==> src/rtl/colormem_ctrl_pkg.sv <==
// Shared colour-memory types for the xv video block: data word, write record, fill FSM states.
package xv;

    localparam int unsigned COLORMEM_AWIDTH = 8;

    typedef logic [15:0] word_t;

    typedef struct packed {
        logic                       en;
        logic [COLORMEM_AWIDTH:0]   addr;
        word_t                      data;
    } colormem_wr_t;

    typedef enum logic {
        IDLE = 1'b0,
        FILL = 1'b1
    } fill_state_t;

endpackage

==> src/rtl/colormem_ctrl_if.sv <==
// Request/response bundle of colormem_ctrl: copper, host, fill control and colormem write side.
interface colormem_ctrl_if #(
    parameter int unsigned AWIDTH = 8
);
    import xv::*;

    logic              cop_wr_i;
    logic [AWIDTH:0]   cop_addr_i;
    word_t             cop_data_i;
    logic              host_req_i;
    logic [AWIDTH:0]   host_addr_i;
    word_t             host_data_i;
    logic              host_ack_o;
    logic              fill_start_i;
    logic              fill_abort_i;
    logic [AWIDTH:0]   fill_first_i;
    logic [AWIDTH:0]   fill_last_i;
    word_t             fill_data_i;
    word_t             fill_inc_i;
    logic              fill_busy_o;
    logic              fill_done_o;
    logic              wr_en_a_o;
    logic              wr_en_b_o;
    logic [AWIDTH-1:0] wr_address_o;
    word_t             wr_data_o;

    modport master (
        output cop_wr_i, cop_addr_i, cop_data_i,
        output host_req_i, host_addr_i, host_data_i,
        input  host_ack_o,
        output fill_start_i, fill_abort_i, fill_first_i, fill_last_i, fill_data_i, fill_inc_i,
        input  fill_busy_o, fill_done_o,
        input  wr_en_a_o, wr_en_b_o, wr_address_o, wr_data_o
    );

    modport slave (
        input  cop_wr_i, cop_addr_i, cop_data_i,
        input  host_req_i, host_addr_i, host_data_i,
        output host_ack_o,
        input  fill_start_i, fill_abort_i, fill_first_i, fill_last_i, fill_data_i, fill_inc_i,
        output fill_busy_o, fill_done_o,
        output wr_en_a_o, wr_en_b_o, wr_address_o, wr_data_o
    );

endinterface

==> src/rtl/colormem_ctrl_fill.sv <==
// Palette fill engine: walks first..last (wrapping) writing an arithmetic data ramp,
// one entry per cycle the arbiter leaves free.
module colormem_fill
    import xv::*;
#(
    parameter int unsigned AWIDTH = 8
) (
    input  logic            clk,
    input  logic            reset_n_i,
    input  logic            start_i,
    input  logic            abort_i,
    input  logic [AWIDTH:0] first_i,
    input  logic [AWIDTH:0] last_i,
    input  word_t           data_i,
    input  word_t           inc_i,
    input  logic            ready_i,
    output logic            valid_o,
    output logic [AWIDTH:0] addr_o,
    output word_t           data_o,
    output logic            busy_o,
    output logic            done_o
);

    fill_state_t     state_q;
    logic [AWIDTH:0] cur_addr_q;
    logic [AWIDTH:0] last_q;
    word_t           cur_data_q;
    word_t           inc_q;
    logic            done_q;

    // An abort cycle must not issue a write, so it masks the request directly.
    assign valid_o = (state_q == FILL) && !abort_i;
    assign addr_o  = cur_addr_q;
    assign data_o  = cur_data_q;
    assign busy_o  = (state_q == FILL);
    assign done_o  = done_q;

    always_ff @(posedge clk or negedge reset_n_i) begin
        if (!reset_n_i) begin
            state_q    <= IDLE;
            cur_addr_q <= '0;
            last_q     <= '0;
            cur_data_q <= '0;
            inc_q      <= '0;
            done_q     <= 1'b0;
        end else begin
            done_q <= 1'b0;
            case (state_q)
                IDLE: begin
                    if (start_i && !abort_i) begin
                        state_q    <= FILL;
                        cur_addr_q <= first_i;
                        last_q     <= last_i;
                        cur_data_q <= data_i;
                        inc_q      <= inc_i;
                    end
                end
                FILL: begin
                    if (abort_i) begin
                        state_q <= IDLE;
                    end else if (ready_i) begin
                        if (cur_addr_q == last_q) begin
                            state_q <= IDLE;
                            done_q  <= 1'b1;
                        end else begin
                            cur_addr_q <= cur_addr_q + (AWIDTH+1)'(1);
                            cur_data_q <= cur_data_q + inc_q;
                        end
                    end
                end
                default: state_q <= IDLE;
            endcase
        end
    end

endmodule

==> src/rtl/colormem_ctrl.sv <==
// Colour-memory write-port arbiter (copper > host > fill) with playfield A/B enable decode.
// Fill engine present only when EN_COLORMEM_FILL_EN is defined.
module colormem_ctrl
    import xv::*;
#(
    parameter int unsigned AWIDTH = 8
) (
    input logic            clk,
    input logic            reset_n_i,
    colormem_ctrl_if.slave bus
);

    logic            fill_valid;
    logic [AWIDTH:0] fill_addr;
    word_t           fill_data;
    logic            fill_ready;

    logic            win_en_d;
    logic [AWIDTH:0] win_addr_d;
    word_t           win_data_d;

    logic              wr_en_a_q;
    logic              wr_en_b_q;
    logic [AWIDTH-1:0] wr_address_q;
    word_t             wr_data_q;

    assign bus.host_ack_o = bus.host_req_i & ~bus.cop_wr_i;
    assign fill_ready     = ~bus.cop_wr_i & ~bus.host_req_i;

`ifdef EN_COLORMEM_FILL_EN
    colormem_fill #(
        .AWIDTH(AWIDTH)
    ) u_fill (
        .clk       (clk),
        .reset_n_i (reset_n_i),
        .start_i   (bus.fill_start_i),
        .abort_i   (bus.fill_abort_i),
        .first_i   (bus.fill_first_i),
        .last_i    (bus.fill_last_i),
        .data_i    (bus.fill_data_i),
        .inc_i     (bus.fill_inc_i),
        .ready_i   (fill_ready),
        .valid_o   (fill_valid),
        .addr_o    (fill_addr),
        .data_o    (fill_data),
        .busy_o    (bus.fill_busy_o),
        .done_o    (bus.fill_done_o)
    );
`else
    logic unused_fill;

    assign fill_valid      = 1'b0;
    assign fill_addr       = '0;
    assign fill_data       = '0;
    assign bus.fill_busy_o = 1'b0;
    assign bus.fill_done_o = 1'b0;
    assign unused_fill     = ^{bus.fill_start_i, bus.fill_abort_i, bus.fill_first_i,
                               bus.fill_last_i, bus.fill_data_i, bus.fill_inc_i, fill_ready};
`endif

    always_comb begin
        win_en_d   = 1'b0;
        win_addr_d = '0;
        win_data_d = '0;
        if (bus.cop_wr_i) begin
            win_en_d   = 1'b1;
            win_addr_d = bus.cop_addr_i;
            win_data_d = bus.cop_data_i;
        end else if (bus.host_req_i) begin
            win_en_d   = 1'b1;
            win_addr_d = bus.host_addr_i;
            win_data_d = bus.host_data_i;
        end else if (fill_valid) begin
            win_en_d   = 1'b1;
            win_addr_d = fill_addr;
            win_data_d = fill_data;
        end
    end

    // Address/data hold their last written value on idle cycles; only the enables pulse.
    always_ff @(posedge clk or negedge reset_n_i) begin
        if (!reset_n_i) begin
            wr_en_a_q    <= 1'b0;
            wr_en_b_q    <= 1'b0;
            wr_address_q <= '0;
            wr_data_q    <= '0;
        end else begin
            wr_en_a_q <= win_en_d & ~win_addr_d[AWIDTH];
            wr_en_b_q <= win_en_d &  win_addr_d[AWIDTH];
            if (win_en_d) begin
                wr_address_q <= win_addr_d[AWIDTH-1:0];
                wr_data_q    <= win_data_d;
            end
        end
    end

    assign bus.wr_en_a_o    = wr_en_a_q;
    assign bus.wr_en_b_o    = wr_en_b_q;
    assign bus.wr_address_o = wr_address_q;
    assign bus.wr_data_o    = wr_data_q;

endmodule

==> src/flat_wrapper.sv <==
// flat-port wrapper written by rule: the top's interface ports become plain ports
module colormem_ctrl_flat import xv::*;
#(
    parameter int unsigned AWIDTH = 8
)
  (clk, reset_n_i, bus_cop_wr_i, bus_cop_addr_i, bus_cop_data_i, bus_host_req_i, bus_host_addr_i, bus_host_data_i, bus_host_ack_o, bus_fill_start_i, bus_fill_abort_i, bus_fill_first_i, bus_fill_last_i, bus_fill_data_i, bus_fill_inc_i, bus_fill_busy_o, bus_fill_done_o, bus_wr_en_a_o, bus_wr_en_b_o, bus_wr_address_o, bus_wr_data_o);
  colormem_ctrl_if #(.AWIDTH(AWIDTH)) bus_i ();
  input logic clk;
  input logic reset_n_i;
  input wire logic [$bits(bus_i.cop_wr_i)-1:0] bus_cop_wr_i;
  input wire logic [$bits(bus_i.cop_addr_i)-1:0] bus_cop_addr_i;
  input wire logic [$bits(bus_i.cop_data_i)-1:0] bus_cop_data_i;
  input wire logic [$bits(bus_i.host_req_i)-1:0] bus_host_req_i;
  input wire logic [$bits(bus_i.host_addr_i)-1:0] bus_host_addr_i;
  input wire logic [$bits(bus_i.host_data_i)-1:0] bus_host_data_i;
  output wire logic [$bits(bus_i.host_ack_o)-1:0] bus_host_ack_o;
  input wire logic [$bits(bus_i.fill_start_i)-1:0] bus_fill_start_i;
  input wire logic [$bits(bus_i.fill_abort_i)-1:0] bus_fill_abort_i;
  input wire logic [$bits(bus_i.fill_first_i)-1:0] bus_fill_first_i;
  input wire logic [$bits(bus_i.fill_last_i)-1:0] bus_fill_last_i;
  input wire logic [$bits(bus_i.fill_data_i)-1:0] bus_fill_data_i;
  input wire logic [$bits(bus_i.fill_inc_i)-1:0] bus_fill_inc_i;
  output wire logic [$bits(bus_i.fill_busy_o)-1:0] bus_fill_busy_o;
  output wire logic [$bits(bus_i.fill_done_o)-1:0] bus_fill_done_o;
  output wire logic [$bits(bus_i.wr_en_a_o)-1:0] bus_wr_en_a_o;
  output wire logic [$bits(bus_i.wr_en_b_o)-1:0] bus_wr_en_b_o;
  output wire logic [$bits(bus_i.wr_address_o)-1:0] bus_wr_address_o;
  output wire logic [$bits(bus_i.wr_data_o)-1:0] bus_wr_data_o;
  assign bus_i.cop_wr_i = bus_cop_wr_i;
  assign bus_i.cop_addr_i = bus_cop_addr_i;
  assign bus_i.cop_data_i = bus_cop_data_i;
  assign bus_i.host_req_i = bus_host_req_i;
  assign bus_i.host_addr_i = bus_host_addr_i;
  assign bus_i.host_data_i = bus_host_data_i;
  assign bus_host_ack_o = bus_i.host_ack_o;
  assign bus_i.fill_start_i = bus_fill_start_i;
  assign bus_i.fill_abort_i = bus_fill_abort_i;
  assign bus_i.fill_first_i = bus_fill_first_i;
  assign bus_i.fill_last_i = bus_fill_last_i;
  assign bus_i.fill_data_i = bus_fill_data_i;
  assign bus_i.fill_inc_i = bus_fill_inc_i;
  assign bus_fill_busy_o = bus_i.fill_busy_o;
  assign bus_fill_done_o = bus_i.fill_done_o;
  assign bus_wr_en_a_o = bus_i.wr_en_a_o;
  assign bus_wr_en_b_o = bus_i.wr_en_b_o;
  assign bus_wr_address_o = bus_i.wr_address_o;
  assign bus_wr_data_o = bus_i.wr_data_o;
  colormem_ctrl #(.AWIDTH(AWIDTH)) u_core (.clk(clk), .reset_n_i(reset_n_i), .bus(bus_i));
endmodule
==> config.mk <==
export PLATFORM = sky130hd
export DESIGN_NAME = colormem_ctrl_flat
export DESIGN_NICKNAME = d
export VERILOG_FILES = /design/src/rtl/colormem_ctrl_pkg.sv /design/src/rtl/colormem_ctrl_if.sv /design/src/rtl/colormem_ctrl_fill.sv /design/src/rtl/colormem_ctrl.sv /design/src/flat_wrapper.sv
export SDC_FILE = /design/constraint.sdc
export NUM_CORES = 1
export LEC_CHECK = 0
export ABC_AREA = 1
export CELL_PAD_IN_SITES_DETAIL_PLACEMENT = 1
export CELL_PAD_IN_SITES_GLOBAL_PLACEMENT = 2
export CORE_ASPECT_RATIO = 1.25
export CORE_MARGIN = 2
export CORE_UTILIZATION = 15
export CTS_CLUSTER_DIAMETER = 200
export DETAILED_ROUTE_END_ITERATION = 10
export GPL_TIMING_DRIVEN = 0
export MAX_ROUTING_LAYER = met4
export PLACE_DENSITY_LB_ADDON = 0.1
export SLEW_MARGIN = 15
export SYNTH_ARGS = -nofsm -noshare
export SYNTH_HDL_FRONTEND = slang
export SYNTH_SLANG_ARGS = --single-unit
export TNS_END_PERCENT = 50
==> constraint.sdc <==
create_clock -name clk -period 1.7 [get_ports clk]
set_input_delay 0.34 -clock clk [delete_from_list [all_inputs] [get_ports clk]]
set_output_delay 0.34 -clock clk [all_outputs]
set_load 0.05 [all_outputs]
### Word-level counts from Yosys, hierarchy flattened

Cells that the tools add are included.
W data, S select, Z words.

* mux-type cells: 6
* bitwise operators: 5

Operators with widths (number)
* $mux W16: 2
* $mux W9: 2
* $and A1 B1 Y1: 3
* $mux W1: 2
* $not A1 Y1: 2

* flip-flop bits (word level): 26
* bits of input ports: 106
* output and inout port bits: 29

### Depth between registers and ports, before layout

* depth in word-level cells: 4
* depth in mapped cells: 5
* gate-level depth less buffers: 3

### Worst setup path after synthesis

No wires, ideal clock.

* kind: input port to output port
* from: input port bus_host_req_i
* to: output port bus_host_ack_o
* data arrival time: 1337 ps
* required time: 1360 ps
* setup slack: 23 ps
* cell stages on the path: 4
* buffers on the path: 2
* cells stage by stage: buf_6 buf_2 inv_1 nor2_1

* word-level cells in the longest chain between the ends: 1

Ends and longest elaborated chain
* start, declared: RTL line flat_wrapper.sv:13 `input wire logic [$bits(bus_i.host_req_i)-1:0] bus_host_req_i;`
* $and A1 B1 Y1: RTL line colormem_ctrl.sv:27 `assign bus.host_ack_o = bus.host_req_i & ~bus.cop_wr_i;`
* end, declared: RTL line flat_wrapper.sv:16 `output wire logic [$bits(bus_i.host_ack_o)-1:0] bus_host_ack_o;`

Every way passes these cells.

### Final worst setup path

Ends and elaborated chain as after synthesis.

==> metrics.md <==
| Metric | Value |
|---|---|
| All-Layer GR Usage | 10.1% |
| Worst Tran Pin Value | slightly below 0.7 ns |
| Setup CP Type | in -> out |
| Drt wl/cell | 13.3 microns |
| Max frequency | 0.631 GHz |
| Worst-Skew Late Latency | 0.28 ns |
| Leading cell types in the layout, fill and taps excluded | clkdlybuf4s50_1, nand2_1, nand3_1, dlygate4sd2_1, dfrtp_1 |
| Routability cong. | a little under 0.7 |
| Post-CTS Resized | 29 |
| First-pass GRT wire length | 7.15 mm |
| Hold_buf cts | 0 |
| Final WL | 4.63 mm |
| CTS H-tree lvls | 1 |
| CP Launch Type | input pin |
| Syn Area/Cell | 9.09 sq um |
| Root Buffer | clkbuf_8 |
| Setup crit end kind | output port |
| CP required | between 1 and 1.5 ns |
| Hold Fails Final Rpt | 0 |
| Synth warnings | 0 |
| Max Cap Viol | 0 |
| Synthesized area | 1320 sq um |
| Seq/Total Area, Yosys | 49.4% |
| Starting Density | 15.3% |
| CTS tree | built |
| VDD IR-drop max | ~0.00025 V |
| Die height | around 110 microns |
| Area grow syn2layout | 72.4% |
| Clock sinks | 26 |
| Drt initial violations | 17 |
| Post-CTS setup buffers | 0 |
| TritonRoute pass-1 iters | 4 |
| CTS max path bufs | 2 |
| Final setup vio count | 0 |
| Fill cell count | about 1.0k |
| Fin. max-slew vios | 0 |
| FF+latch count, synth | 26 |
| CP Data Arrival Time | 1.24 ns |
| Clock Skews | 0 ns |
| Post-Layout Cell Count | about 350 |
| Post-Place Cells | 344 |
| Port Buffers | between 70 and 80 |
| DRT antenna net count | 0 |
| CTS buffer count | 3 |
| Leakage Power | 1.06 nW |
| Total Power | 1.74 mW |
| PD cells | approximately 770 nW/um^2 |
| Largest net degree at the start of global routing | 27 |
| Multi-input logic area | 542 sq um |
| Worst-path clk slew | roughly 0.11 ns |
| Library cells used by synthesis | 17 |
| Chip width | just under 90 microns |
| Routed vias/inst | around 3.7 |
| Dpl hpwl | 3.41 mm |
| Worst hold-check path type | in -> async |
| FF+latch area | ~650 sq um |
| Post-Syn Instances | between 100 and 150 |
| IO Pins | 135 |
| Leading cell type in the layout, fill and taps excluded | clkdlybuf4s50_1 |
| Slew HR | 54.9% |
| Diodes inserted | 0 |
| DIE AREA | roughly 9600 sq um |
| Setup_tns | 0 ns |
| DRC | 0 |
| Row count | 38 |
| Setup ws final | about 0.12 ns |
| Number of global-route vias before repair | ~1.4k |
| RSZ-0062 raised after global routing | no |
| Grt total ovfl | 0 |
| Via count | 1284 |
| CP Max Fanout | 10 |
| Worst slack, placed | -0.332 ns |
| Layout Nets | ~340 |
| Ratio of cells with drive above 1 in the final layout | 16.7% |
| Core region area | between 8000 and 9000 sq um |
| Period utilization | between 90% and 100% |
| Initial antenna violation count | 0 |
| Tmin final | 1.58 ns |
| Worst hold slack | between 0.07 and 0.08 ns |
| Outcome | completed |
## power breakdown
part	total [mW]	leakage (nW)	internal (mW)	switching [mW]
registers	0.706	0.315	0.675	0.0310
logic	0.597	0.715	0.225	0.372
clock network	0.438	0.0288	0.208	0.230
total	1.74	1.06	1.11	0.633
## synthesized netlist by cell type, drive strengths merged
library cell	count	area (sq um)
nand2	51	214
nand3	48	285
dfrtp	26	651
buf	12	115
inv	3	13.8
nor2	2	23.8
a21oi	1	5.00
and2	1	6.26
conb	1	3.75
## final timing paths
check                                            from                          to  slack (ns)  cells after the start
setup / recovery                       bus_host_req_i              bus_host_ack_o        0.12                      5
hold / removal                              reset_n_i        u_core.bus.wr_en_b_o        0.08                      1
setup reg to reg           u_core.bus.wr_address_o[7]  u_core.bus.wr_address_o[7]        1.06                      2
hold reg to reg              u_core.bus.wr_data_o[14]    u_core.bus.wr_data_o[14]        0.49                      2
max in group asynchronous                   reset_n_i  u_core.bus.wr_address_o[1]        1.18                      1
min in group clk                         bus_cop_wr_i    u_core.bus.wr_data_o[15]        0.35                      3
## per-stage QoR
stage	area [sq um]	util, %
finish	2270	26.4
global route	2270	26.4
CTS	2270	26.4
detailed placement	2250	26.1
global placement	2250	26.2
floorplan	1320	-
## sequential cells by signal, summed over array words and instances, names as in the netlist
name and count:
u_core.bus.wr_en_a_o 1, u_core.bus.wr_address_o 8, u_core.bus.wr_en_b_o 1, u_core.bus.wr_data_o 16
## worst max-delay path, cell delays in order
cell and delay (ns):
buf_6 0.13, buf_2 0.24, inv_1 0.06, nor2_1 0.08, clkdlybuf4s15_2 0.37
## kinds of logic after synthesis
group,Yosys count,synth area share [%]
compound gates,1,0.380
buf+inv,15,9.78
flops,26,49.4
other cells,1,0.285
simple gates,102,40.2
## cell type report
class	instances	share of cell area (%)
clock buffer	4	2.42
buffer	12	5.07
sequential	26	28.7
timing repair buffer	78	32.8
tap	120	6.61
inverter	3	0.606
multi-input combinational	105	23.9
## layer usage
metal / vias up / routed length, microns / track usage, % / part of all wire, %
li1: 633 / - / - / -
met1: 591 / 2080 / 12.4 / 45
met2: 57 / 2160 / 16.5 / 47
met3: 3 / 351 / 2.50 / 7.6
met4: 0 / 25 / 2.64 / 0.54
met5: - / 0 / - / 0
(Power assumes the default switching activity.)
